`config.mk`:
```
export PLATFORM = sky130hd
export DESIGN_NAME = fwd_prop_seq
export DESIGN_NICKNAME = d
export VERILOG_FILES = /design/src/rtl/fwd_prop_pkg.sv /design/src/rtl/fwd_prop_seq_idx_cnt.sv /design/src/rtl/fwd_prop_seq.sv
export SDC_FILE = /design/constraint.sdc
export NUM_CORES = 1
export LEC_CHECK = 0
export ABC_CLOCK_PERIOD_IN_PS = 2700
export BUFFER_PORTS_ARGS = -buffer_cell sky130_fd_sc_hd__buf_2
export CORE_MARGIN = 4
export CORE_UTILIZATION = 45
export CTS_CLUSTER_DIAMETER = 40
export DETAILED_ROUTE_END_ITERATION = 10
export PLACE_DENSITY = 0.8
export SYNTH_ARGS = -nofsm -noshare
export SYNTH_HDL_FRONTEND = slang
export SYNTH_SLANG_ARGS = --single-unit
```
`constraint.sdc`:
```
create_clock -name clk -period 2.7 [get_ports clk]
set_input_delay 0.135 -clock clk [delete_from_list [all_inputs] [get_ports clk]]
set_output_delay 0.135 -clock clk [all_outputs]
set_load 0.02 [all_outputs]
```
`src/rtl/fwd_prop_pkg.sv`:
```
// Shared definitions for the forward-propagation sequencer: datapath operation
// codes, sequencer state encoding and default layer sizes.
package fwd_prop_pkg;

  localparam int N_IN_DEF  = 9;
  localparam int N_HID_DEF = 5;
  localparam int SEL_W     = 4;
  localparam int CTRL_W    = 4;
  localparam int PCNT_W    = 16;

  localparam logic [CTRL_W-1:0] C_IDLE  = 4'd0;
  localparam logic [CTRL_W-1:0] C_CLR   = 4'd1;
  localparam logic [CTRL_W-1:0] C_MAC   = 4'd2;
  localparam logic [CTRL_W-1:0] C_BIAS  = 4'd3;
  localparam logic [CTRL_W-1:0] C_ACT   = 4'd4;
  localparam logic [CTRL_W-1:0] C_P2S   = 4'd5;
  localparam logic [CTRL_W-1:0] C_MAC3  = 4'd6;
  localparam logic [CTRL_W-1:0] C_BIAS3 = 4'd7;
  localparam logic [CTRL_W-1:0] C_ACT3  = 4'd8;
  localparam logic [CTRL_W-1:0] C_UPD   = 4'd9;

  typedef enum logic [3:0] {
    S_IDLE,
    S_CLR,
    S_L2_MAC,
    S_L2_BIAS,
    S_L2_ACT,
    S_P2S_LOAD,
    S_L3_MAC,
    S_L3_BIAS,
    S_L3_ACT,
    S_FDONE,
    S_UPD,
    S_UDONE
  } state_t;

endpackage

```
`src/rtl/fwd_prop_seq_idx_cnt.sv`:
```
// Loadable sweep index counter; tc flags that the current index equals the
// sweep's last value so the sequencer can leave the sweep on that cycle.
module seq_idx_cnt
  import fwd_prop_pkg::*;
#(
  parameter int W = SEL_W
) (
  input  logic         clk,
  input  logic         rst,
  input  logic         load,
  input  logic [W-1:0] load_val,
  input  logic         en,
  input  logic [W-1:0] last,
  output logic [W-1:0] cnt,
  output logic         tc
);

  logic [W-1:0] cnt_reg;

  always_ff @(posedge clk or negedge rst) begin
    if (!rst) begin
      cnt_reg <= '0;
    end else if (load) begin
      cnt_reg <= load_val;
    end else if (en) begin
      cnt_reg <= cnt_reg + 1'b1;
    end
  end

  assign cnt = cnt_reg;
  assign tc  = (cnt_reg == last);

endmodule

```
`src/rtl/fwd_prop_seq.sv`:
```
// Forward-pass / update sequencer: sole driver of the 9-5-4 datapath ctrl/sel
// buses, stepping through MAC, bias, activation and serialisation phases.
module fwd_prop_seq
  import fwd_prop_pkg::*;
#(
  parameter int N_IN  = N_IN_DEF,
  parameter int N_HID = N_HID_DEF
) (
  input  logic              clk,
  input  logic              rst,
  input  logic              start,
  input  logic              upd_start,
  input  logic              abort,
  input  logic              in_valid,
  output logic              in_ready,
  output logic [CTRL_W-1:0] ctrl,
  output logic [SEL_W-1:0]  sel,
  output logic              busy,
  output logic              done,
  output logic              upd_done,
  output logic [PCNT_W-1:0] pass_cnt
);

  localparam logic [SEL_W-1:0] IN_LAST  = SEL_W'(N_IN - 1);
  localparam logic [SEL_W-1:0] HID_LAST = SEL_W'(N_HID - 1);

  state_t              state_reg, state_next;
  logic                busy_reg, done_reg, upd_done_reg;
  logic [PCNT_W-1:0]   pass_cnt_reg;
  logic                cnt_load, cnt_en, idx_tc;
  logic [SEL_W-1:0]    cnt_last, idx;

  assign cnt_last = (state_reg == S_L3_MAC) ? HID_LAST : IN_LAST;

  seq_idx_cnt #(.W(SEL_W)) u_idx (
    .clk      (clk),
    .rst      (rst),
    .load     (cnt_load),
    .load_val ('0),
    .en       (cnt_en),
    .last     (cnt_last),
    .cnt      (idx),
    .tc       (idx_tc)
  );

  // Outside a sweep the index is held at zero so sel reads 0 in every
  // single-cycle phase and each sweep starts from index 0.
  always_comb begin
    state_next = state_reg;
    cnt_load   = 1'b1;
    cnt_en     = 1'b0;
    case (state_reg)
      S_IDLE: begin
        if (start)          state_next = S_CLR;
        else if (upd_start) state_next = S_UPD;
      end
      S_CLR:      state_next = S_L2_MAC;
      S_L2_MAC: begin
        cnt_load = 1'b0;
        if (in_valid) begin
          if (idx_tc) begin
            state_next = S_L2_BIAS;
            cnt_load   = 1'b1;
          end else begin
            cnt_en = 1'b1;
          end
        end
      end
      S_L2_BIAS:  state_next = S_L2_ACT;
      S_L2_ACT:   state_next = S_P2S_LOAD;
      S_P2S_LOAD: state_next = S_L3_MAC;
      S_L3_MAC: begin
        if (idx_tc) begin
          state_next = S_L3_BIAS;
        end else begin
          cnt_load = 1'b0;
          cnt_en   = 1'b1;
        end
      end
      S_L3_BIAS:  state_next = S_L3_ACT;
      S_L3_ACT:   state_next = S_FDONE;
      S_FDONE:    state_next = S_IDLE;
      S_UPD: begin
        if (idx_tc) begin
          state_next = S_UDONE;
        end else begin
          cnt_load = 1'b0;
          cnt_en   = 1'b1;
        end
      end
      S_UDONE:    state_next = S_IDLE;
      default:    state_next = S_IDLE;
    endcase
    if (abort && (state_reg != S_IDLE)) begin
      state_next = S_IDLE;
      cnt_load   = 1'b1;
      cnt_en     = 1'b0;
    end
  end

  always_comb begin
    ctrl = C_IDLE;
    case (state_reg)
      S_CLR:      ctrl = C_CLR;
      S_L2_MAC:   ctrl = in_valid ? C_MAC : C_IDLE;
      S_L2_BIAS:  ctrl = C_BIAS;
      S_L2_ACT:   ctrl = C_ACT;
      S_P2S_LOAD: ctrl = C_P2S;
      S_L3_MAC:   ctrl = C_MAC3;
      S_L3_BIAS:  ctrl = C_BIAS3;
      S_L3_ACT:   ctrl = C_ACT3;
      S_UPD:      ctrl = C_UPD;
      default:    ctrl = C_IDLE;
    endcase
  end

  // Status flags are registered from the next state so they line up with it.
  always_ff @(posedge clk or negedge rst) begin
    if (!rst) begin
      state_reg    <= S_IDLE;
      busy_reg     <= 1'b0;
      done_reg     <= 1'b0;
      upd_done_reg <= 1'b0;
      pass_cnt_reg <= '0;
    end else begin
      state_reg    <= state_next;
      busy_reg     <= (state_next != S_IDLE);
      done_reg     <= (state_next == S_FDONE);
      upd_done_reg <= (state_next == S_UDONE);
      if ((state_reg == S_FDONE) && !abort) begin
        pass_cnt_reg <= pass_cnt_reg + 1'b1;
      end
    end
  end

  assign in_ready = (state_reg == S_L2_MAC);
  assign sel      = idx;
  assign busy     = busy_reg;
  assign done     = done_reg;
  assign upd_done = upd_done_reg;
  assign pass_cnt = pass_cnt_reg;

endmodule
```
* Word-level counts from Yosys, hierarchy flattened *
Index checks and enable logic that the tools add are counted.

word-level totals
  register bits after elaboration = 27
  bits of input ports = 6
  output and inout bits = 28
  logic and storage cells = 50

operators by class
  add/subtract/negate cells = 2
  equality and inequality tests = 13
  multiplexer cells = 21
  reduce and logical (&&, ||, !) cells = 8

operators by type and width
  kind                     count
  $mux W4                  10
  $pmux W4 S10             1
  $pmux W4 S9              1
  $eq A4 B4 Y1 const B     5
  $add A16 B1 Y16 const B  1
  $eq A4 B3 Y1 const B     4
  $eq A4 B2 Y1 const B     2
  $reduce_bool A4 Y1       2
  $mux W1                  6
  $add A4 B1 Y4 const B    1
  $eq A4 B1 Y1 const B     1
  $eq A4 B4 Y1             1
  $logic_not A4 Y1         1
  $pmux W1 S2              2
  $logic_and A1 B1 Y1      2
  $mux W2                  1
  $reduce_bool A2 Y1       1
  $reduce_or A2 Y1         1
  $logic_not A1 Y1         1

* Depth between registers and ports, before layout *
  word-level depth = 9
  depth in mapped cells = 6

* Modules after synthesis *
A second synthesis with hierarchy kept.

unflattened totals
  cells, all modules = 148
  area, all modules = 1,457.6 µm²

modules (own cells, without submodules)
  module        instances  cells an instance  area an instance (µm²)
  fwd_prop_seq  1          125                1,213.7
  seq_idx_cnt   1          23                 244.0

* Least setup slack after synthesis *
No wires, ideal clock.

  path type = register to register
  from = register u_idx.cnt_reg[0] (netlist: u_idx.cnt[0])
  to = register upd_done_reg (netlist: upd_done)
  library setup time = 80 ps
  arrival = 1,686 ps
  data required time = 2,620 ps
  setup slack = 934 ps
  cell stages (with the launch flop) = 7
  period minus slack after synthesis = 1,766 ps
  cells stage by stage = dfrtp_1 > inv_1 > ha_1 > nand3b_1 > mux2_4 > o41a_1 > nor3b_2

on the way
  cells in the longest elaborated chain, start to end = 6

RTL lines
  item                      RTL line                    RTL
  start: declaration        fwd_prop_seq_idx_cnt.sv:18  logic [W-1:0] cnt_reg;
  start signal: assignment  fwd_prop_seq_idx_cnt.sv:24  cnt_reg <= load_val;
  start signal: assignment  fwd_prop_seq_idx_cnt.sv:26  cnt_reg <= cnt_reg + 1'b1;
  $eq A4 B4 Y1 (*)          fwd_prop_seq_idx_cnt.sv:31  assign tc = (cnt_reg == last);
  $mux W4                   fwd_prop_seq.sv:61          if (idx_tc) begin
  $mux W4                   fwd_prop_seq.sv:60          if (in_valid) begin
  $pmux W4 S10 (*)          fwd_prop_seq.sv:52          case (state_reg)
  $mux W4 (*)               fwd_prop_seq.sv:94          if (abort && (state_reg != S_IDLE)) begin
  $eq A4 B4 Y1 (*)          fwd_prop_seq.sv:129         upd_done_reg <= (state_next == S_UDONE);
  end signal: assignment    fwd_prop_seq.sv:129
  end: declaration          fwd_prop_seq.sv:28          logic busy_reg, done_reg, upd_done_reg;

Mark *: on every way between the ends. The rest lies on a longest branch, timed or not.
A chain may end at the register's enable or synchronous reset.

* Worst setup path after layout *
  from = register state_reg[2]
  to = register upd_done_reg (netlist: upd_done)

on the way
  cells in the longest elaborated chain, start to end = 8

RTL lines
  item                      RTL line                                RTL
  start: declaration        fwd_prop_seq.sv:27                      state_t state_reg, state_next;
  start signal: assignment  fwd_prop_seq.sv:126                     state_reg <= state_next;
  $eq A4 B3 Y1              fwd_prop_seq.sv:33, fwd_prop_seq.sv:52
  $mux W4                   fwd_prop_seq.sv:33                      assign cnt_last = (state_reg == S_L3_MAC) ? HID_LAST : IN_LAST;
  $eq A4 B4 Y1              fwd_prop_seq_idx_cnt.sv:31
  $mux W4                   fwd_prop_seq.sv:61
  $mux W4                   fwd_prop_seq.sv:60
  $pmux W4 S10              fwd_prop_seq.sv:52
  $mux W4 (*)               fwd_prop_seq.sv:94
  $eq A4 B4 Y1 (*)          fwd_prop_seq.sv:129

Marked as above.

==> results.ini <==
[global_route]
use_met2_pct = 25.8
globalRouteTotalUtil_pct = 15.1
grt_pass1_vias = 1115
use_met1_pct = 20.0
overflow = 0
antenna_found_initial = 0
top_usage_layer = met2
globalRouteMet3Util_pct = 2.25
grt_max_degree = 28
grt_first_pass_wirelength_mm = 5.05

[die]
dieHeight_um = 64.7
io_pins = 34
die_width_um = 64.7
core_um2 = 3080
start_util_pct = 47.1
rows = 20
design.die.area_um2 = 4190

[power_and_ir_drop]
powerDensity_nw_per_um2 = 657
switching_share_pct = 39.6
vdd_drop_max_mv = 0.426
p_clk_share_pct = 16.5
finalPower_mw = 1.11
power.switching_mw = 0.440
p_int_mw = 0.671
p_seq_share_pct = 48.6
combPwrFrac_pct = 34.9
power.leakage_nw = 0.875

[timing]
slew_headroom_pct = 56.8
finalCritPeriodShare_pct = 76.4
worst_pin_slew_ns = 0.643
finalCriticalPeriod_ns = 2.06
final.setup.tns_ns = 0
worst_slack_ns = 0.638
final_hold_viol_count = 0
slew_viol_final = 0
rsz0062_at_grt = no
fin_skew_ns = 0.0192
timing.fmax_ghz = 0.485
setup_violations = 0

[logic_synthesis]
synthDistinctLibCells = 41
synth_xor_area_share_pct = 9.67
synth_common_cells = 27 x dfrtp_1, 10 x xnor2_1, 8 x nand3_1, 8 x nand4_1, 8 x nor2_1
synth_area_um2 = 1450
yosysTopAreaCell = dfrtp_1
netlist.area_leader.share_pct = 46.6
synth_fp_nets = 150
synth_top_family_by_area = simple AND/OR/NAND/NOR gates
synth_top_cells_by_area = dfrtp_1 47%, xnor2_1 6.0%, xor2_1 3.6%, nand4_1 3.5%, nand3_1 2.8%
post-synth-top-count-cell = dfrtp_1
synth_cells = 141
synth_edf_count = 0
yosysSeqAreaShare_pct = 46.6
yosysWarnings = 0
yosys.area_share.simple_pct = 28.4
synth_compound_area_share_pct = 7.43
synth.area.mux_share_pct = 1.81
ys_ff_latch = 27
synth-adder-area-share_pct = 2.59
ys.flop_type = dfrtp_1
async_reset_ff_share_pct = 100
postSynthAreaPerCell_um2 = 10.3

[worst_setup_path]
r2r_slack_ns = 0.64
critPathMaxFanout = 14
worstPathRequired_ns = 2.97
cp_slowest_cell = dfrtp_1
r2r_start = state_reg[2]$_DFF_PN0_
end_kind = flip-flop
crit_type = reg2reg
cp_data_arrival_time_ns = 2.34
slowest_delay_ns = 0.60
critPathLaunch = state_reg[2]$_DFF_PN0_
path_cells = nor4bb_1 -> mux2_4 -> o41a_1 -> nor3b_2
critPathLaunchType = flip-flop

[final_layout]
drive_gt1_share_pct = 25.3
largest_reg_flops = 16
nNetsFinal = 184
final_core_util_pct = 54.9
diodes = 0
area_delta_synth_final_pct = 16.7
fillers = 282

[worst_hold_path]
min_path_type = in2reg
hp-start = abort

[clock_tree]
clock_sinks = 27
clockRootBuffer = clkbuf_4
cts.repair.resized = 0
cts_setup_buffers = 0
cts_tree = built
cts_made_buffers = 3
clock_latency_ns = 0.33
path_clk_slew_ns = 0.16
htreeDepth = 1
clockBufferDepth = 2

[placement]
dpl_worst_slack_ns = 0.644
place.port_buffers = 33
gp_congestion = 0.846
hpwl_mm = 2.18

[detailed_routing]
vias_per_cell = 5.29
wirelength_mm = 2.86
drtIter0Drc = 55
antenna_left = 0
drc_errors = 0
firstDrtPassIters = 4
routed-via-count = 1154
wl_per_cell_um = 13.1

[flow_run]
drv_cap = 0

[status]
status = finished clean

[metrics by stage]
step,cells,hold slack [ns],area [µm²]
floorplan,141,-0.161,1450
global placement,213,0.166,1650
detailed placement,213,0.171,1650
CTS,218,0.0288,1690
global route,218,0.0425,1690
finish,218,0.0376,1690
[cell families after synthesis]
family | count (synthesis)
flops | 27
xor+xnor | 16
mux | 2
simple gates | 68
compound gates | 13
buf+inv | 12
fa+ha+maj | 3
[layer usage]
metal / vias up / part of all wire, % / wire length, µm
met1: 547 / 47 / 1350
met3: 4 / 3.9 / 110
met4: 0 / 1.1 / 30
met2: 31 / 48 / 1370
li1: 572 / - / -
met5: - / 0 / 0
[worst max-delay path, delay by kind of cell, from the launching register on]
family / cells / cell delay, ns
AOI/OAI and AO/OA: 1 / 0.46
DFF: 1 / 0.60
muxes: 1 / 0.38
and+or+nand+nor: 2 / 0.58
[area by class of cell]
| type | instances | area [µm²] | area share, % |
|---|---|---|---|
| clock buffer | 3 | 22.5 | 1.33 |
| clock inverter | 1 | 8.76 | 0.518 |
| inverter | 6 | 22.5 | 1.33 |
| multi-input combinational | 102 | 723 | 42.8 |
| sequential | 27 | 676 | 40.0 |
| tap | 44 | 55.1 | 3.26 |
| timing repair buffer | 35 | 183 | 10.8 |
[path summary, 6_finish.rpt]
path                                            end  depth (start not counted)
max                              upd_done$_DFF_PN0_                          4
min                          state_reg[2]$_DFF_PN0_                          2
max reg2reg                      upd_done$_DFF_PN0_                          4
min reg2reg                pass_cnt[12]$_DFFE_PN0P_                          1
max in group asynchronous  u_idx.cnt[0]$_DFFE_PN0P_                          2
min in group asynchronous  pass_cnt[15]$_DFFE_PN0P_                          2
[power groups by stage]
stage,combinational (mW),clock (mW),sequential (mW)
global route,0.430,0.209,0.553
finish,0.388,0.184,0.540
CTS,0.392,0.188,0.538
global placement,0.377,0,0.541
floorplan,0.291,0,0.529
detailed placement,0.387,0,0.545
[placed cells by master (no fill, tap or decap), drive strengths merged, types with 2 or more instances in the layout]
master and instances:
xor2 6, o21ai 2, nor3 6, nor2 8, and2 6, nor2b 2, nand2b 3, nand3b 4
inv 7, a21oi 2, and3 5, buf 34, nor3b 3, dfrtp 27, clkbuf 3, xnor2 10
mux2 2, nand4 8, ha 3, nand3 8, nand2 6, a21boi 2
[timing repair]
| action | in CTS | in global routing |
|---|---|---|
| hold buffers | 1 | 0 |
| hold endpoints to repair | 27 | 0 |
| endpoints found under the setup margin | 0 | 0 |
(Power assumes the default switching activity.)
